[config.mk]
export PLATFORM = sky130hd
export DESIGN_NAME = pe_sparse_sched
export DESIGN_NICKNAME = d
export VERILOG_FILES = /design/src/rtl/pe_pkg.sv /design/src/rtl/pe_acc_bank.sv /design/src/rtl/pe_sparse_sched.sv
export SDC_FILE = /design/constraint.sdc
export NUM_CORES = 1
export LEC_CHECK = 0
export ABC_AREA = 1
export CAP_MARGIN = 20
export CORE_ASPECT_RATIO = 1.5
export CORE_MARGIN = 5
export CORE_UTILIZATION = 40
export CTS_CLUSTER_DIAMETER = 80
export DETAILED_ROUTE_END_ITERATION = 7
export PLACE_DENSITY = 0.69
export SKIP_CTS_REPAIR_TIMING = 1
export SYNTH_ARGS = -nofsm -noshare
export SYNTH_HDL_FRONTEND = slang
export SYNTH_SLANG_ARGS = --single-unit
[constraint.sdc]
create_clock -name clk -period 7.6 [get_ports clk]
set_clock_uncertainty 0.2 [all_clocks]
set_input_delay 0.76 -clock clk [delete_from_list [all_inputs] [get_ports clk]]
set_output_delay 0.76 -clock clk [all_outputs]
set_load 0.02 [all_outputs]
[src/rtl/pe_pkg.sv]
// Shared types and widths for the sparse-DNN PE scheduler.
// One PE lane multiplies an 8-bit activation by an 8-bit weight into a
// 16-bit signed product; the scheduler sequences vectors through RUN,
// DRAIN and OUT.
package pe_pkg;

  localparam int DATA_W        = 8;
  localparam int PROD_W        = 16;
  localparam int DEF_MFU_COUNT = 9;

  typedef enum logic [1:0] {
    RUN   = 2'd0,
    DRAIN = 2'd1,
    OUT   = 2'd2
  } state_e;

endpackage

[src/rtl/pe_acc_bank.sv]
// Bank of per-lane accumulators. Each lane adds its sign-extended 16-bit
// product when enabled; the sum wraps modulo 2^ACC_W. A synchronous clear
// takes priority over accumulation so a result handoff starts the next
// vector from zero.
module pe_acc_bank
  import pe_pkg::*;
#(
  parameter int MFU_COUNT = DEF_MFU_COUNT,
  parameter int ACC_W     = 24
) (
  input  logic                        clk,
  input  logic                        rst,
  input  logic                        i_clr,
  input  logic                        i_en,
  input  logic [MFU_COUNT*PROD_W-1:0] i_prod,
  output logic [MFU_COUNT*ACC_W-1:0]  o_acc
);

  logic signed [ACC_W-1:0] r_acc [MFU_COUNT];

  // Sign-extend a lane product to accumulator width.
  function automatic logic signed [ACC_W-1:0] sext(input logic signed [PROD_W-1:0] p);
    return ACC_W'(p);
  endfunction

  // Accumulate stage: clear on reset or handoff, otherwise add lane products.
  always_ff @(posedge clk) begin
    if (rst || i_clr) begin
      for (int i = 0; i < MFU_COUNT; i++) begin
        r_acc[i] <= '0;
      end
    end else if (i_en) begin
      for (int i = 0; i < MFU_COUNT; i++) begin
        r_acc[i] <= r_acc[i] + sext(i_prod[i*PROD_W +: PROD_W]);
      end
    end
  end

  // Flatten the lane registers onto the output bus.
  always_comb begin
    o_acc = '0;
    for (int i = 0; i < MFU_COUNT; i++) begin
      o_acc[i*ACC_W +: ACC_W] = r_acc[i];
    end
  end

endmodule

[src/rtl/pe_sparse_sched.sv]
// Sequencing controller for one sparse-DNN PE.
// Stage 0 accepts a (value, index) beat and, for nonzero values, launches a
// weight-row read. Stage 1 broadcasts the held activation against the
// returned row and accumulates the PE products. After the last beat the FSM
// drains one cycle and then presents the lane sums until they are taken.
module pe_sparse_sched
  import pe_pkg::*;
#(
  parameter int MFU_COUNT = DEF_MFU_COUNT,
  parameter int IDX_W     = 8,
  parameter int ACC_W     = 24,
  parameter int CNT_W     = 8
) (
  input  logic                        clk,
  input  logic                        rst,
  input  logic                        act_valid,
  output logic                        act_ready,
  input  logic [DATA_W-1:0]           act_data,
  input  logic [IDX_W-1:0]            act_idx,
  input  logic                        act_last,
  output logic                        w_rd_en,
  output logic [IDX_W-1:0]            w_addr,
  input  logic [MFU_COUNT*DATA_W-1:0] w_rdata,
  output logic [MFU_COUNT*DATA_W-1:0] pe_a,
  output logic [MFU_COUNT*DATA_W-1:0] pe_w,
  input  logic [MFU_COUNT*PROD_W-1:0] pe_o,
  output logic                        out_valid,
  input  logic                        out_ready,
  output logic [MFU_COUNT*ACC_W-1:0]  out_data,
  output logic [CNT_W-1:0]            out_nz_cnt
);

  state_e                   r_state;
  logic                     r_act_ready;
  logic                     r_out_valid;
  logic                     r_s1_valid;
  logic signed [DATA_W-1:0] r_s1_act;
  logic [CNT_W-1:0]         r_nz_cnt;

  logic w_accept;
  logic w_nz;
  logic w_fire_out;

  // Saturating increment: the counter sticks at all-ones.
  function automatic logic [CNT_W-1:0] sat_inc(input logic [CNT_W-1:0] v);
    return (&v) ? v : v + CNT_W'(1);
  endfunction

  assign w_accept   = act_valid && r_act_ready;
  assign w_nz       = (act_data != '0);
  assign w_fire_out = r_out_valid && out_ready;

  // Stage 0: launch the weight-row read in the accept cycle, nonzero beats only.
  assign w_rd_en   = w_accept && w_nz;
  assign w_addr    = w_rd_en ? act_idx : '0;
  assign act_ready = r_act_ready;
  assign out_valid = r_out_valid;
  assign out_nz_cnt = r_nz_cnt;

  // Vector sequencing FSM with registered handshake outputs.
  always_ff @(posedge clk) begin
    if (rst) begin
      r_state     <= RUN;
      r_act_ready <= 1'b1;
      r_out_valid <= 1'b0;
    end else begin
      case (r_state)
        RUN: begin
          if (w_accept && act_last) begin
            r_state     <= DRAIN;
            r_act_ready <= 1'b0;
          end
        end
        DRAIN: begin
          r_state     <= OUT;
          r_out_valid <= 1'b1;
        end
        OUT: begin
          if (w_fire_out) begin
            r_state     <= RUN;
            r_act_ready <= 1'b1;
            r_out_valid <= 1'b0;
          end
        end
        default: begin
          r_state     <= RUN;
          r_act_ready <= 1'b1;
          r_out_valid <= 1'b0;
        end
      endcase
    end
  end

  // Stage 0 -> stage 1 boundary: hold the activation while its row is read.
  always_ff @(posedge clk) begin
    if (rst) begin
      r_s1_valid <= 1'b0;
      r_s1_act   <= '0;
    end else begin
      r_s1_valid <= w_accept && w_nz;
      if (w_accept) begin
        r_s1_act <= act_data;
      end
    end
  end

  // Stage 1: drive the PE only while a MAC is in flight.
  always_comb begin
    pe_a = '0;
    pe_w = '0;
    if (r_s1_valid) begin
      pe_a = {MFU_COUNT{r_s1_act}};
      pe_w = w_rdata;
    end
  end

  // Count nonzero MACs in the vector; restarts after each handoff.
  always_ff @(posedge clk) begin
    if (rst || w_fire_out) begin
      r_nz_cnt <= '0;
    end else if (r_s1_valid) begin
      r_nz_cnt <= sat_inc(r_nz_cnt);
    end
  end

  pe_acc_bank #(
    .MFU_COUNT (MFU_COUNT),
    .ACC_W     (ACC_W)
  ) u_acc (
    .clk    (clk),
    .rst    (rst),
    .i_clr  (w_fire_out),
    .i_en   (r_s1_valid),
    .i_prod (pe_o),
    .o_acc  (out_data)
  );

endmodule

==> results.json <==
{
  "post-route-period-util_pct": 50.0,
  "grt_pass1_vias": 25700,
  "p_leak_nw": 17.2,
  "multi_input_area_um2": 13800,
  "io_buffer_count": 615,
  "power_mw": 5.40,
  "num_vias": 26600,
  "hp-class": "reg -> reg",
  "core_um2": 61000,
  "power.density_nw_per_um2": 168,
  "drc_errors": 0,
  "synth_cells": 4042,
  "post_drt_wl_per_cell_um": 18.9,
  "postLayoutCoreUtil_pct": 52.7,
  "tns_ns": 0,
  "yosys.area_share.xor_xnor_pct": 0.463,
  "syn_area_per_cell_um2": 6.08,
  "rows": 111,
  "gp_congestion": 0.995,
  "yosysSeqAreaShare_pct": 28.1,
  "netlist_top_cells_count": "nand2_1 (1514), inv_1 (843), nor2_1 (465)",
  "initial_utilization_pct": 40.3,
  "grt_overflow_total": 0,
  "grt_setup_unrepaired": "false",
  "fill_cells": 6320,
  "ir_drop_v": 0.000204,
  "dpl.hpwl_um": 85300,
  "finalSetupViolations": 0,
  "final-max-slew-violation-count": 0,
  "fp.dieW_um": 212,
  "yosysMostFrequentCell": "nand2_1",
  "max_freq_mhz": 263,
  "synth_fa_ha_area_share_pct": 11.3,
  "hold_viol": 0,
  "cts_buffers": 30,
  "grt_usage_pct": 29.5,
  "worst_hold_slack_ns": 0.268,
  "syn_area_um2": 24600,
  "worst-endpoint-required_ns": 6.64,
  "synthMuxAreaShare_pct": 0,
  "period_needed_ns": 3.80,
  "die_y_um": 314,
  "relSlewSlack_pct": 20.7,
  "tightest_slew_ns": 1.19,
  "worstPathArrival_ns": 2.84,
  "clk_latency_ns": 0.61,
  "wl_um": 103000,
  "synth_top_cells_by_area": "edfxtp_1 (26%), nand2_1 (23%), inv_1 (13%), ha_1 (11%), nor2_1 (7.1%)",
  "synth_compound_area_share_pct": 6.68,
  "via_per_inst": 4.90,
  "drtIter0Drc": 1944,
  "crit_fanout": 59,
  "htree_levels": 1,
  "synthFlopType": "edfxtp_1",
  "nets": 5050,
  "cap_violations": 0,
  "grt_pass1_wl_um": 151000,
  "synth_top_family_by_area": "simple AND/OR/NAND/NOR gates",
  "clk_pin_slew_worst_paths_ns": 0.06,
  "synth_cell_types": 34,
  "cts-root-buf": "clkbuf_16",
  "setup_ws_ns": 3.80,
  "synth-simple-area-share_pct": 37.6,
  "areaGrowthSynthToFinish_pct": 30.8,
  "clkSinkCount": 237,
  "antenna_found_initial": 30,
  "worstSetupPathType": "reg -> out",
  "dieArea_um2": 66600,
  "ys_ff_latch": 237,
  "synth_top_area_share_pct": 26.4,
  "synthArstFlopShare_pct": 0,
  "grt_max_degree": 183,
  "clockBufferDepth": 3,
  "postRouteAntennaNets": 0,
  "cp-start-kind": "flop",
  "synth_top_cell_by_area": "edfxtp_1",
  "ioPinCount": 616,
  "drive_above_1_share_pct": 1.52,
  "cts_tree": "built",
  "endpoint_kind": "output port",
  "ys_warn_count": 0,
  "synth_nets": 4496,
  "dp_slack_ns": 3.55,
  "firstDrtPassIters": 6,
  "synth_edf_count": 216,
  "status": "complete, no violations",
  "seq_area_um2": 6910
}
-- routing by layer --
| metal | vias up | wire [um] | GRT usage, % |
|---|---|---|---|
| li1 | 13600 | - | - |
| met1 | 11900 | 38000 | 32.9 |
| met2 | 895 | 52400 | 54.6 |
| met3 | 190 | 8350 | 7.05 |
| met4 | 20 | 3810 | 9.91 |
| met5 | - | 167 | 0 |
-- metrics by stage --
step | cells | instance area [um^2]
2_1_floorplan | 4042 | 24600
3_3_place_gp | 5355 | 31100
3_5_place_dp | 5355 | 31100
4_1_cts | 5411 | 32100
5_1_grt | 5418 | 32100
6_report | 5424 | 32100
-- path summary, 6_finish.rpt --
path                from                 to  slack, ns  cells after the start
max           r_s1_valid           pe_a[32]       3.80                      4
min          r_s1_act[2]        r_s1_act[2]       0.27                      2
max reg2reg   r_s1_valid  u_acc.r_acc[5][2]       3.90                      7
min reg2reg  r_s1_act[2]        r_s1_act[2]       0.27                      2
-- state kept, by name, summed over array words and instances, names as in the netlist --
signal	count
u_acc.r_acc	216
out_nz_cnt	8
r_s1_act	8
r_state	2
act_ready	1
out_valid	1
r_s1_valid	1
-- power by group --
group | internal (mW) | total [mW] | switching (mW)
clock network | 0.893 | 1.53 | 0.638
logic | 0.811 | 2.21 | 1.40
registers | 1.57 | 1.66 | 0.0936
-- cell type report --
| cell class | instances | area share, % |
|---|---|---|
| Inverter | 851 | 9.94 |
| Multi-Input combinational cell | 2857 | 42.9 |
| Clock inverter | 10 | 0.354 |
| Timing Repair Buffer | 619 | 19.3 |
| Sequential cell | 237 | 21.5 |
| Tap cell | 791 | 3.08 |
| Antenna cell | 13 | 0.101 |
| Clock buffer | 46 | 2.84 |
-- cells in the final DEF (no fill, tap or decap), drive strengths merged --
cell / instances
a21boi: 5
a21o: 1
a21oi: 226
and2: 18
buf: 4
bufinv: 2
clkbuf: 46
clkdlybuf4s50: 615
clkinv: 8
dfxtp: 21
diode: 13
edfxtp: 216
fa: 9
ha: 208
inv: 851
nand2: 1515
nand3: 197
nand3b: 18
nand4: 46
nor2: 467
nor3: 21
nor3b: 11
nor4: 3
o21a: 6
o21ai: 84
or2: 9
xnor2: 10
xor2: 3
-- cell families after synthesis --
| family | Yosys count |
|---|---|
| xor gates and xnor gates | 13 |
| DFF | 237 |
| AOI/OAI and AO/OA | 322 |
| and+or+nand+nor | 2305 |
| buffers and inverters | 948 |
| adders and majority gates | 217 |
-- critical path: stages (launching register included) --
cell	delay (ns)
dfxtp_2	0.59
buf_4	0.56
nand2_1	0.11
inv_1	0.28
clkdlybuf4s50_1	0.69
Note: power is estimated with default switching activity, not from simulation.
